`src/rtl/des_pkg.sv`:
```
// rtl/des_pkg.sv - DES key schedule tables, shift schedule and state encodings
package des_pkg;

  typedef enum logic [1:0] {
    ST_IDLE = 2'd0,
    ST_RUN  = 2'd1,
    ST_DONE = 2'd2
  } state_t;

  // PC-1: entry i names the key bit (1 = MSB) that lands in C||D bit i+1
  localparam int PC1_TAB [56] = '{
    57, 49, 41, 33, 25, 17,  9,
     1, 58, 50, 42, 34, 26, 18,
    10,  2, 59, 51, 43, 35, 27,
    19, 11,  3, 60, 52, 44, 36,
    63, 55, 47, 39, 31, 23, 15,
     7, 62, 54, 46, 38, 30, 22,
    14,  6, 61, 53, 45, 37, 29,
    21, 13,  5, 28, 20, 12,  4
  };

  // PC-2: entry i names the C||D bit (1 = MSB) that lands in subkey bit i+1
  localparam int PC2_TAB [48] = '{
    14, 17, 11, 24,  1,  5,
     3, 28, 15,  6, 21, 10,
    23, 19, 12,  4, 26,  8,
    16,  7, 27, 20, 13,  2,
    41, 52, 31, 37, 47, 55,
    30, 40, 51, 45, 33, 48,
    44, 49, 39, 56, 34, 53,
    46, 42, 50, 36, 29, 32
  };

  // Encryption left-shift amounts S[1..16], stored at index 0..15
  localparam int SHIFT_TAB [16] = '{1, 1, 2, 2, 2, 2, 2, 2, 1, 2, 2, 2, 2, 2, 2, 1};

  // PC-1 from the 64-bit key (bit 63 = FIPS bit 1) to 56-bit C||D; parity bits drop out
  function automatic logic [55:0] pc1(input logic [63:0] key);
    logic [55:0] cd;
    cd = '0;
    for (int i = 0; i < 56; i++) begin
      cd[6'(55 - i)] = key[6'(64 - PC1_TAB[6'(i)])];
    end
    return cd;
  endfunction

  // Right rotation of a 28-bit half by one or two places (undoes an encryption left shift)
  function automatic logic [27:0] rotr(input logic [27:0] v, input logic by_two);
    return by_two ? {v[1:0], v[27:2]} : {v[0], v[27:1]};
  endfunction

endpackage

```
`src/rtl/des_pc2.sv`:
```
// rtl/des_pc2.sv - PC-2 compression permutation, 56-bit C||D to 48-bit subkey
module des_pc2
  import des_pkg::*;
(
  input  logic [55:0] cd,
  output logic [47:0] subkey
);

  // Pure wiring: subkey bit i+1 (MSB first) taken from C||D bit PC2_TAB[i]
  always_comb begin
    subkey = '0;
    for (int i = 0; i < 48; i++) begin
      subkey[6'(47 - i)] = cd[6'(56 - PC2_TAB[6'(i)])];
    end
  end

endmodule

```
`src/rtl/des_dec_key_sched.sv`:
```
// rtl/des_dec_key_sched.sv - DES decryption-order subkey generator with valid/ready output
module des_dec_key_sched
  import des_pkg::*;
(
  input  logic        clk,
  input  logic        rst_n,
  input  logic        start,
  input  logic [63:0] key_in,
  output logic        busy,
  output logic        subkey_valid,
  input  logic        subkey_ready,
  output logic [47:0] subkey,
  output logic [3:0]  round_idx,
  output logic        done
);

  state_t      state, state_nxt;
  logic [27:0] c, d;
  logic [3:0]  idx;
  logic        accept;
  logic        hs;
  logic        last;
  logic        by_two;

  // C0||D0 already equals C16||D16 (total shift is 28), so K16 comes straight from PC-1
  assign accept = (state == ST_IDLE) && start;
  assign hs     = (state == ST_RUN) && subkey_ready;
  assign last   = (idx == 4'd15);
  // Step from C(16-r) to C(15-r) undoes the encryption shift S[16-r]
  assign by_two = (SHIFT_TAB[4'(4'd15 - idx)] == 2);

  assign busy         = (state == ST_RUN);
  assign subkey_valid = (state == ST_RUN);
  assign done         = (state == ST_DONE);
  assign round_idx    = idx;

  // State register
  always_ff @(posedge clk or negedge rst_n) begin
    if (!rst_n) begin
      state <= ST_IDLE;
    end else begin
      state <= state_nxt;
    end
  end

  // Next-state logic: one DONE cycle after the final handshake, then back to IDLE
  always_comb begin
    state_nxt = state;
    case (state)
      ST_IDLE: if (start) state_nxt = ST_RUN;
      ST_RUN:  if (hs && last) state_nxt = ST_DONE;
      ST_DONE: state_nxt = ST_IDLE;
      default: state_nxt = ST_IDLE;
    endcase
  end

  // C/D halves and round counter: load on accept, step right on each non-final handshake
  always_ff @(posedge clk or negedge rst_n) begin
    if (!rst_n) begin
      c   <= '0;
      d   <= '0;
      idx <= '0;
    end else if (accept) begin
      {c, d} <= pc1(key_in);
      idx    <= '0;
    end else if (hs && !last) begin
      c   <= rotr(c, by_two);
      d   <= rotr(d, by_two);
      idx <= idx + 4'd1;
    end
  end

  des_pc2 u_pc2 (
    .cd     ({c, d}),
    .subkey (subkey)
  );

endmodule

```
`config.mk`:
```
export PLATFORM = sky130hd
export DESIGN_NAME = des_dec_key_sched
export DESIGN_NICKNAME = d
export VERILOG_FILES = /design/src/rtl/des_pkg.sv /design/src/rtl/des_pc2.sv /design/src/rtl/des_dec_key_sched.sv
export SDC_FILE = /design/constraint.sdc
export NUM_CORES = 1
export LEC_CHECK = 0
export CORE_MARGIN = 3
export CORE_UTILIZATION = 42
export DETAILED_ROUTE_END_ITERATION = 6
export GPL_ROUTABILITY_DRIVEN = 0
export PLACE_DENSITY = 0.89
export SLEW_MARGIN = 20
export SYNTH_ARGS = -nofsm -noshare
export SYNTH_HDL_FRONTEND = slang
export SYNTH_HIERARCHICAL = 1
export SYNTH_SLANG_ARGS = --single-unit
```
`constraint.sdc`:
```
create_clock -name clk -period 1.94 [get_ports clk]
set_input_delay 0.485 -clock clk [delete_from_list [all_inputs] [get_ports clk]]
set_output_delay 0.485 -clock clk [all_outputs]
set_load 0.05 [all_outputs]
```
==> qor.yml <==
outcome:
  status: "complete, no violations"
yosys:
  synth_cells: 422
  synthesis.area_um2: 3610
  yosysMostFrequentCell: "nand3_1"
  synth_warnings: 6
  synthArstFlopShare: 1.00
  synth_area_leader_cell: "dfrtp_1"
  yosysTopAreaCellShare: 0.430
  synth_common_cells: "nand3_1 (149), dfrtp_1 (62), nand2_1 (60)"
  syn_area_per_cell_um2: 8.56
  ys.flop_type: "dfrtp_1"
  ys_seq_area_frac: 0.430
  synth.area.top_cells: "dfrtp_1 (43%), nand3_1 (21%), buf_4 (10%)"
  ys_ff_latch: 62
  synth_edf_count: 0
  yosysUniqueCellTypes: 35
global_routing:
  grt_max_degree: 63
  grt.overflow.total: 0
  antenna_found_initial: 0
  grt_pass1_vias: 2763
  grt_pass1_wl_um: 13000
  gr-usage-all-layers: 0.165
floorplan:
  die-area_um2: 9750
  initial_core_util: 0.435
  die_y_um: 98.7
  num_io_pins: 123
  core_area_um2: 8300
  fp-row-count: 33
  die_width_um: 98.7
worst_setup_path:
  cp-start-kind: "flop"
  cp-end-kind: "flop"
  crit_path_max_fanout: 5
  r2r_setup_slack_ns: 0.004
  cp.arrival_ns: 2.19
  path_class: "flop to flop"
  r2r_end: "c[1]"
  reg2reg_from: "round_idx[0]"
  worst-r2r-cell-count: 5
  crit_required_ns: 2.19
place:
  numPortBuffers: 28
  pre_cts_slack_ns: -0.183
  dp_hpwl_um: 4950
clock_tree:
  cts-hold-fix-buffers: 0
  root_buffer: "clkbuf_8"
  clk_latency_ns: 0.34
  path_clk_slew_ns: 0.07
  cts_made_buffers: 9
  cts_tree: "done"
  h-tree-depth: 3
  clock-sinks: 62
  cts_max_path_buffers: 2
timing:
  layout_setup_ws_ns: 0.00366
  maxSlewViolCount: 0
  worst_clock_skew_ns: 0.00442
  finalSetupViolCount: 0
  max_freq_ghz: 0.516
  hold_violations: 0
  rsz0062_at_grt: "true"
  fin_crit_ns: 1.94
  finalCritPeriodShare: 0.998
finish:
  antenna_cells: 0
  final_nets: 514
  drive_gt1_frac: 0.190
  fin_util: 0.518
  syn_to_final_growth_pct: 19.0
  num-fill-cells: 721
routing:
  routedWlPerCell_um: 14.7
  drtPass1Iterations: 4
  drtIter0Drc: 256
  drc: 0
  totalWireLength_um: 8120
  dr_total_vias: 3101
  drtAntennaViolNets: 0
  viasPerCell: 5.62
min_path:
  hold_path_class: "primary input to async pin"
pwr:
  p_per_area_nw_per_um2: 1880
  ir_drop_v: 0.000811
  p_leak_nw: 1.99
run:
  cap_violations: 0
==> stage by stage <==
stage	instance area (um^2)	total power [mW]	setup TNS, ns	hold WS [ns]	cells
finish	4300	8.07	0	0.130	552
global route	4300	8.57	-0.398	0.155	552
CTS	4180	7.71	-0.00727	0.147	550
detailed placement	3920	6.30	-5.34	0.491	530
global placement	3920	6.15	-3.55	0.485	530
floorplan	3760	5.32	-4.48	0.189	459
==> state kept, by name, summed over array words and instances, names as in the netlist <==
signal	cells
c	28
round_idx	4
d	28
state	2
==> cells by family after synthesis <==
family,share of synthesized area
buffers and inverters,0.162
xor gates and xnor gates,0.00243
other,0.00104
AOI/OAI and AO/OA,0.0696
muxes,0.00832
DFF,0.430
and+or+nand+nor,0.313
adders and majority gates,0.0139
==> timing repair <==
| item | 4_1_cts | 5_1_grt |
|---|---|---|
| cloned | 1 | 2 |
| gates resized for setup | 2 | 13 |
| setup buffers | 3 | 0 |
| pin swaps | 2 | 5 |
| endpoints found under the setup margin | 32 | 41 |
==> final cells by class <==
class / instances / area [um^2] / share of cell area
Sequential cell: 62 / 1550 / 0.362
Tap cell: 105 / 131 / 0.0306
Timing Repair Buffer: 55 / 678 / 0.158
Clock inverter: 4 / 45.0 / 0.0105
Inverter: 2 / 7.51 / 0.00175
Multi-Input combinational cell: 312 / 1730 / 0.402
Clock buffer: 12 / 155 / 0.0361
==> critical path, stage by stage (launching register included) <==
cell,delay (ns)
dfrtp_2,0.45
ha_4,0.18
or3_4,0.42
a32o_4,0.37
a32o_1,0.26
a31oi_1,0.17
==> layout by cell type, fill, tap and decap left out, types with 3 or more instances in the layout <==
cell and n:
a21oi_1 10, a31oi_1 4, a32o_1 5, buf_12 15, buf_4 26, clkbuf_8 11
clkdlybuf4s50_1 10, clkinv_2 3, conb_1 38, dfrtp_1 60, ha_1 3, mux2i_1 3
nand2_1 60, nand3_1 138, nand3_2 11, nand4b_1 5, nor2_1 4, o211ai_1 7
==> where the power goes <==
| part | internal (mW) | switching (mW) |
|---|---|---|
| logic | 1.90 | 2.72 |
| registers | 1.80 | 0.501 |
| clock network | 0.657 | 0.489 |
| total | 4.36 | 3.71 |
==> worst max-delay path by stage <==
| stage | endpoint | slack, ns | startpoint |
|---|---|---|---|
| global route | c[1] | -0.07 | round_idx[1] |
| floorplan | c[0] | -0.13 | round_idx[0] |
| detailed placement | d[21] | -0.18 | subkey_ready |
| finish | c[1] | 0.004 | round_idx[0] |
| CTS | d[27] | -0.007 | round_idx[0] |
| global placement | d[17] | -0.13 | subkey_ready |
==> routing by layer <==
layer	part of all wire	up-vias	track usage
met5	0	-	0
met4	0.023	0	0.0809
met3	0.064	19	0.0439
met2	0.50	120	0.269
met1	0.41	1527	0.204
li1	-	1435	-
Note: power is estimated with default switching activity, not from simulation.
